===== config.mk =====
export PLATFORM = sky130hd
export DESIGN_NAME = vpe_dot_sched
export DESIGN_NICKNAME = d
export VERILOG_FILES = /design/src/rtl/vpe_dot_sched.sv
export SDC_FILE = /design/constraint.sdc
export NUM_CORES = 1
export LEC_CHECK = 0
export ABC_AREA = 1
export BUFFER_PORTS_ARGS = -buffer_cell sky130_fd_sc_hd__buf_2
export CORE_UTILIZATION = 53
export DETAILED_ROUTE_END_ITERATION = 7
export HOLD_SLACK_MARGIN = 0.06
export MAX_ROUTING_LAYER = met4
export PLACE_DENSITY = 0.77
export SYNTH_ARGS = -nofsm -noshare
export SYNTH_HDL_FRONTEND = slang
export SYNTH_SLANG_ARGS = --single-unit

===== constraint.sdc =====
create_clock -name clk -period 2.9 [get_ports clk]
set_input_delay 0.29 -clock clk [delete_from_list [all_inputs] [get_ports clk]]
set_output_delay 0.29 -clock clk [all_outputs]
set_load 0.01 [all_outputs]

===== src/rtl/vpe_dot_sched.sv =====
// vpe_dot_sched
//   Command-driven sequencer for one 8-lane int8 dot-product PE.
//
//   A command carries a 64-bit weight vector and a beat count. The weight is
//   registered onto pe_weight and given one cycle (WLOAD) to settle into the
//   PE. Then cmd_len source beats are forwarded to the PE. Results come back
//   on pe_res/pe_res_v and are collected in a small FIFO for downstream.
//
//   The PE cannot be stalled. A beat is therefore issued only when a FIFO
//   slot is already reserved for its result. The resv counter tracks the
//   results in flight plus the results still sitting in the FIFO.
//
// Ports
//   clk, rst_n            clock, asynchronous active-low reset
//   cmd_v/cmd_rdy         command handshake (cmd_rdy only in IDLE)
//   cmd_len, cmd_weight   beat count and weight vector for the command
//   src_data/src_v/src_rdy  upstream data beats
//   pe_data/pe_data_v     registered beat to the PE
//   pe_weight             registered weight to the PE, held between commands
//   pe_res/pe_res_v       result from the PE (no backpressure)
//   out_data/out_v/out_rdy  head of the result FIFO, popped on out_v & out_rdy
//   busy                  state is not IDLE
//   done                  one-cycle pulse on command completion
//   err                   sticky: result arrived in IDLE/WLOAD or into a full FIFO
//
// PE_LAT is the nominal PE latency. It is informational only: the credit
// scheme keeps the block correct for any latency.

module vpe_dot_sched #(
  parameter int LEN_W      = 8,
  parameter int FIFO_DEPTH = 8,
  parameter int PE_LAT     = 5
) (
  input  logic             clk,
  input  logic             rst_n,
  input  logic             cmd_v,
  output logic             cmd_rdy,
  input  logic [LEN_W-1:0] cmd_len,
  input  logic [63:0]      cmd_weight,
  input  logic [63:0]      src_data,
  input  logic             src_v,
  output logic             src_rdy,
  output logic [63:0]      pe_data,
  output logic             pe_data_v,
  output logic [63:0]      pe_weight,
  input  logic [7:0]       pe_res,
  input  logic             pe_res_v,
  output logic [7:0]       out_data,
  output logic             out_v,
  input  logic             out_rdy,
  output logic             busy,
  output logic             done,
  output logic             err
);

  localparam int AW = $clog2(FIFO_DEPTH);
  localparam int RW = AW + 1;

  // Elaboration-time sanity check on the configuration.
  if (FIFO_DEPTH < 2 || (FIFO_DEPTH & (FIFO_DEPTH - 1)) != 0 || PE_LAT < 1) begin : g_param_check
    $error("vpe_dot_sched: FIFO_DEPTH must be a power of two >= 2 and PE_LAT >= 1");
  end

  typedef enum logic [2:0] {
    IDLE,
    WLOAD,
    STREAM,
    DRAIN,
    DONE
  } state_t;

  state_t state, state_nxt;

  logic [LEN_W-1:0] len_q;
  logic [LEN_W-1:0] issued_q;
  logic [LEN_W-1:0] received_q;
  logic [LEN_W-1:0] issued_inc;
  logic [LEN_W-1:0] received_nxt;
  logic [RW-1:0]    resv_q;

  logic [7:0]       fifo_mem [FIFO_DEPTH];
  logic [AW-1:0]    wr_ptr;
  logic [AW-1:0]    rd_ptr;
  logic [RW-1:0]    fifo_cnt;

  logic cmd_acc;
  logic src_acc;
  logic pop;
  logic fifo_full;
  logic res_early;
  logic wr_en;
  logic res_err;

  assign cmd_rdy   = (state == IDLE);
  assign busy      = (state != IDLE);
  assign cmd_acc   = cmd_v & cmd_rdy;

  // Issue only when a FIFO slot is already reserved for this beat's result.
  assign src_rdy   = (state == STREAM) && (resv_q < RW'(FIFO_DEPTH)) && (issued_q < len_q);
  assign src_acc   = src_v & src_rdy;

  assign out_v     = (fifo_cnt != '0);
  assign out_data  = fifo_mem[rd_ptr];
  assign pop       = out_v & out_rdy;
  assign fifo_full = (fifo_cnt == RW'(FIFO_DEPTH));

  // A result cannot belong to the current command before any beat has been
  // issued, so results in IDLE or WLOAD are dropped and flagged. A write
  // into a full FIFO is legal only when the head is popped in the same cycle.
  assign res_early = (state == IDLE) || (state == WLOAD);
  assign wr_en     = pe_res_v & ~res_early & (~fifo_full | pop);
  assign res_err   = pe_res_v & (res_early | (fifo_full & ~pop));

  assign issued_inc   = issued_q + LEN_W'(1);
  assign received_nxt = received_q + LEN_W'(wr_en);

  // Next-state logic. DRAIN looks at the post-write received count, so
  // the last result and the transition to DONE happen in the same cycle.
  always_comb begin
    state_nxt = state;
    case (state)
      IDLE: begin
        if (cmd_acc) state_nxt = WLOAD;
      end
      WLOAD: begin
        state_nxt = (len_q != '0) ? STREAM : DONE;
      end
      STREAM: begin
        if (src_acc && (issued_inc == len_q)) state_nxt = DRAIN;
      end
      DRAIN: begin
        if (received_nxt == len_q) state_nxt = DONE;
      end
      DONE: begin
        state_nxt = IDLE;
      end
      default: begin
        state_nxt = IDLE;
      end
    endcase
  end

  always_ff @(posedge clk or negedge rst_n) begin
    if (!rst_n) begin
      state <= IDLE;
    end else begin
      state <= state_nxt;
    end
  end

  // Command bookkeeping, PE-side registers and the sticky error flag.
  always_ff @(posedge clk or negedge rst_n) begin
    if (!rst_n) begin
      len_q      <= '0;
      issued_q   <= '0;
      received_q <= '0;
      pe_weight  <= '0;
      pe_data    <= '0;
      pe_data_v  <= 1'b0;
      done       <= 1'b0;
      err        <= 1'b0;
    end else begin
      done      <= (state_nxt == DONE);
      pe_data_v <= src_acc;
      if (src_acc) begin
        pe_data <= src_data;
      end
      if (res_err) begin
        err <= 1'b1;
      end
      if (cmd_acc) begin
        len_q      <= cmd_len;
        pe_weight  <= cmd_weight;
        issued_q   <= '0;
        received_q <= '0;
      end else begin
        if (src_acc) begin
          issued_q <= issued_inc;
        end
        if (wr_en) begin
          received_q <= received_nxt;
        end
      end
    end
  end

  // Reservation counter: a slot is claimed when a beat is accepted and
  // released only when its result leaves the FIFO.
  always_ff @(posedge clk or negedge rst_n) begin
    if (!rst_n) begin
      resv_q <= '0;
    end else if (src_acc && !pop) begin
      resv_q <= resv_q + 1'b1;
    end else if (!src_acc && pop) begin
      resv_q <= resv_q - 1'b1;
    end
  end

  // Result FIFO. It keeps draining independently of the command state machine.
  always_ff @(posedge clk or negedge rst_n) begin
    if (!rst_n) begin
      wr_ptr   <= '0;
      rd_ptr   <= '0;
      fifo_cnt <= '0;
      for (int i = 0; i < FIFO_DEPTH; i++) begin
        fifo_mem[i] <= '0;
      end
    end else begin
      if (wr_en) begin
        fifo_mem[wr_ptr] <= pe_res;
        wr_ptr           <= wr_ptr + 1'b1;
      end
      if (pop) begin
        rd_ptr <= rd_ptr + 1'b1;
      end
      if (wr_en && !pop) begin
        fifo_cnt <= fifo_cnt + 1'b1;
      end else if (!wr_en && pop) begin
        fifo_cnt <= fifo_cnt - 1'b1;
      end
    end
  end

endmodule


==> results.md <==
- Status: complete, no violations
- Post-synth top area cell: dfrtp_1
- Syn. warnings: 0
- Syn_nets: 1269
- Clock Power Share: 0.222
- Static leakage: 0.00740 uW
- Vias in the first global route: 9848
- Met2 Use GR: 0.541
- Worst EP required: 2.61 ns
- Worst-margin pin slew: 1.14 ns
- Ys async rst share: 1.00
- Core Box Area: 19500 um^2
- Largest net degree at the start of global routing: 85
- Share of the synthesized area in the top cell type: 0.560
- FF+latch area: 5910 um^2
- Worst r2r src: len_q[5]
- Worst setup SP type: flip-flop
- Minimum clock period: 2.73 ns
- Clk_lat worst skew: 0.53 ns
- GR Overflow Total: 0
- CTS sink count: 236
- Slew Viols, Final: 0
- Initial antenna violation count: 5
- Synth-to-layout area growth: 37.3%
- Vias: 9633
- DRC errors left: 0
- Crit path launch: rd_ptr[0]
- # rows: 51
- Fin nets: 1697
- Seq pwr share: 0.379
- Max VDD drop: 729 uV
- Root Buffer: clkbuf_16
- Crit share post-route: 0.942
- Fmax: 366 MHz
- Setup Viol. Count Final: 0
- Clk_skew: 0.0124 ns
- Fin cells: 1817
- Endpoint class of the critical path: output pin
- Max_slew headroom: 0.243
- CTS tree: built
- Chip height: 143 um
- M3 GR Usage: 0.0768
- Die area: 20500 um^2
- DRT iter0 DRCs: 622
- TNS Setup: 0 ns
- Most frequent cell after synthesis: nand2_1
- R2r setup slk: 0.20 ns
- Filler Cell Count: 1321
- Initial core utilization: 0.542
- Finished Core Util: 0.744
- Tot GR Track Use: 0.328
- Synth cell types: 37
- Power Dens Cells: 1060 nW/um^2
- Syn Area/Cell: 9.60 um^2
- Reg2reg end: resv_q[3]
- Worst R2R Path Depth: 16
- Multi-input logic area: 4140 um^2
- Worst setup endpoint: out_data[0]
- WHS: 0.0714 ns
- Synthesized area: 10500 um^2
- Clock buffer depth: 3
- DR pass1 iterations: 5
- Internal Power: 9390 uW
- Register area share after synthesis: 0.560
- Antenna viol nets, final: 0
- Switching share of power: 0.389
- Clk pin slew, worst setup/hold paths: 0.06 ns
- Busiest grt layer: met2
- Logic pwr share: 0.399
- Post-DP HPWL: 19.1 mm
- Maxcap violations: 0
- Synth top cells by count: nand2_1 (346), dfrtp_1 (236), nor2_1 (95), o21ai_0 (79), mux2_2 (57)
- Hold Violations, Final: 0
- H-tree level count: 1
- IO Pins: 293
- Flops & latches, synth: 236
- DP Cell Count: 1625
- Min-delay worst type: input pin to flip-flop
- CTS Buf Count: 27
- GRT met1 Usage: 0.380
- RSZ-0062 raised after global routing: no
- Avg WL per Cell: 17.6 um
- Total Wirelength: 31.9 mm
- Synth Instances: 1098
- Arr. time, crit path: 2.44 ns
- GP Congestion: 0.886
- Post-synth EDFFs: 0
- Vias per cell: 5.30
- Ys flop type: dfrtp_1
- Ranking of synthesized cells by area: dfrtp_1 (56%), nand2_1 (12%), mux2_2 (6.1%)
- Post-CTS Setup Bufs: 0
- Switch Pwr: 5960 uW
- CP max FO: 19
- Share of cells above drive strength 1: 0.285
- # port buffers: 292
- Critical path type: flip-flop to output pin
- First-pass GRT wire length: 50.6 mm
- Die X-Extent: 143 um
## metal layers
layer  vias up  wire length, um
met4         0             1470
met2       400            16100
met5         -                0
met3       134             2290
li1       4452                -
met1      4647            12100
## power groups by stage
stage	Clock [uW]	Combinational [uW]	Sequential, uW
after CTS	3410	5990	5720
after global routing	3570	6770	5980
after global placement	0	5650	5670
after floorplan	0	3380	6010
after detailed placement	0	5800	5730
final	3400	6120	5820
## flip-flops by register name, indices dropped and copies added (netlist names), 3 cells and up
name        count
pe_weight      64
received_q      8
fifo_cnt        4
rd_ptr          3
fifo_mem       64
resv_q          4
len_q           8
issued_q        8
wr_ptr          3
pe_data        64
state           3
## kinds of logic after synthesis
| logic type | synth area share |
|---|---|
| buffers and inverters | 0.0478 |
| AO/OA/AOI/OAI | 0.0782 |
| XOR/XNOR | 0.00831 |
| multiplexers | 0.0709 |
| adder cells (fa/ha/maj) | 0.0263 |
| AND/OR/NAND/NOR | 0.208 |
| flip-flops | 0.560 |
## critical path, stage by stage (launching register included)
cell     delay, ns
dfrtp_1       0.73
buf_4         0.33
o21ai_0       0.12
o22ai_1       0.18
nor2_1        0.06
a31oi_1       0.29
buf_2         0.20
## final cells by class
class,count,share of cell area
clock buffer,36,0.0511
clock inverter,10,0.00908
antenna,9,0.00156
multi-input combinational,760,0.286
sequential,236,0.408
inverter,60,0.0164
timing repair buffer,441,0.205
tap,265,0.0229
## metrics by stage
| step | power [uW] | setup slack, ns | instance area, um^2 |
|---|---|---|---|
| 6_report | 15300 | 0.169 | 14500 |
| 5_1_grt | 16300 | 0.0179 | 14500 |
| 4_1_cts | 15100 | 0.207 | 14500 |
| 3_5_place_dp | 11500 | 0.262 | 12200 |
| 3_3_place_gp | 11300 | 0.303 | 12200 |
| 2_1_floorplan | 9390 | 0.225 | 10500 |
## worst min path at each step
stage	startpoint	endpoint	slack (ns)	depth (start not counted)
global placement	rst_n	fifo_mem[51]	0.31	1
floorplan	rst_n	done	-0.006	0
finish	cmd_len[7]	len_q[7]	0.07	3
CTS	out_rdy	rd_ptr[2]	0.06	3
detailed placement	rst_n	fifo_mem[59]	0.31	1
global route	out_rdy	rd_ptr[2]	0.09	3
## cells in the final DEF, fill, tap and decap left out, types with 19 or more instances in the layout
| master | count |
|---|---|
| nand2_1 | 346 |
| buf_2 | 291 |
| dfrtp_1 | 236 |
| dlygate4sd3_1 | 137 |
| nor2_1 | 95 |
| o21ai_0 | 79 |
| mux2_2 | 57 |
| inv_1 | 55 |
| nand3_1 | 45 |
| clkbuf_16 | 27 |
| o21ai_1 | 26 |
| ha_1 | 19 |
## what timing repair did
item	in CTS	in global routing
endpoints found under the hold margin	210	0
gates resized for setup	0	1
hold buffers	137	0
endpoints found under the setup margin	0	1
Note: power is estimated with default switching activity, not from simulation.
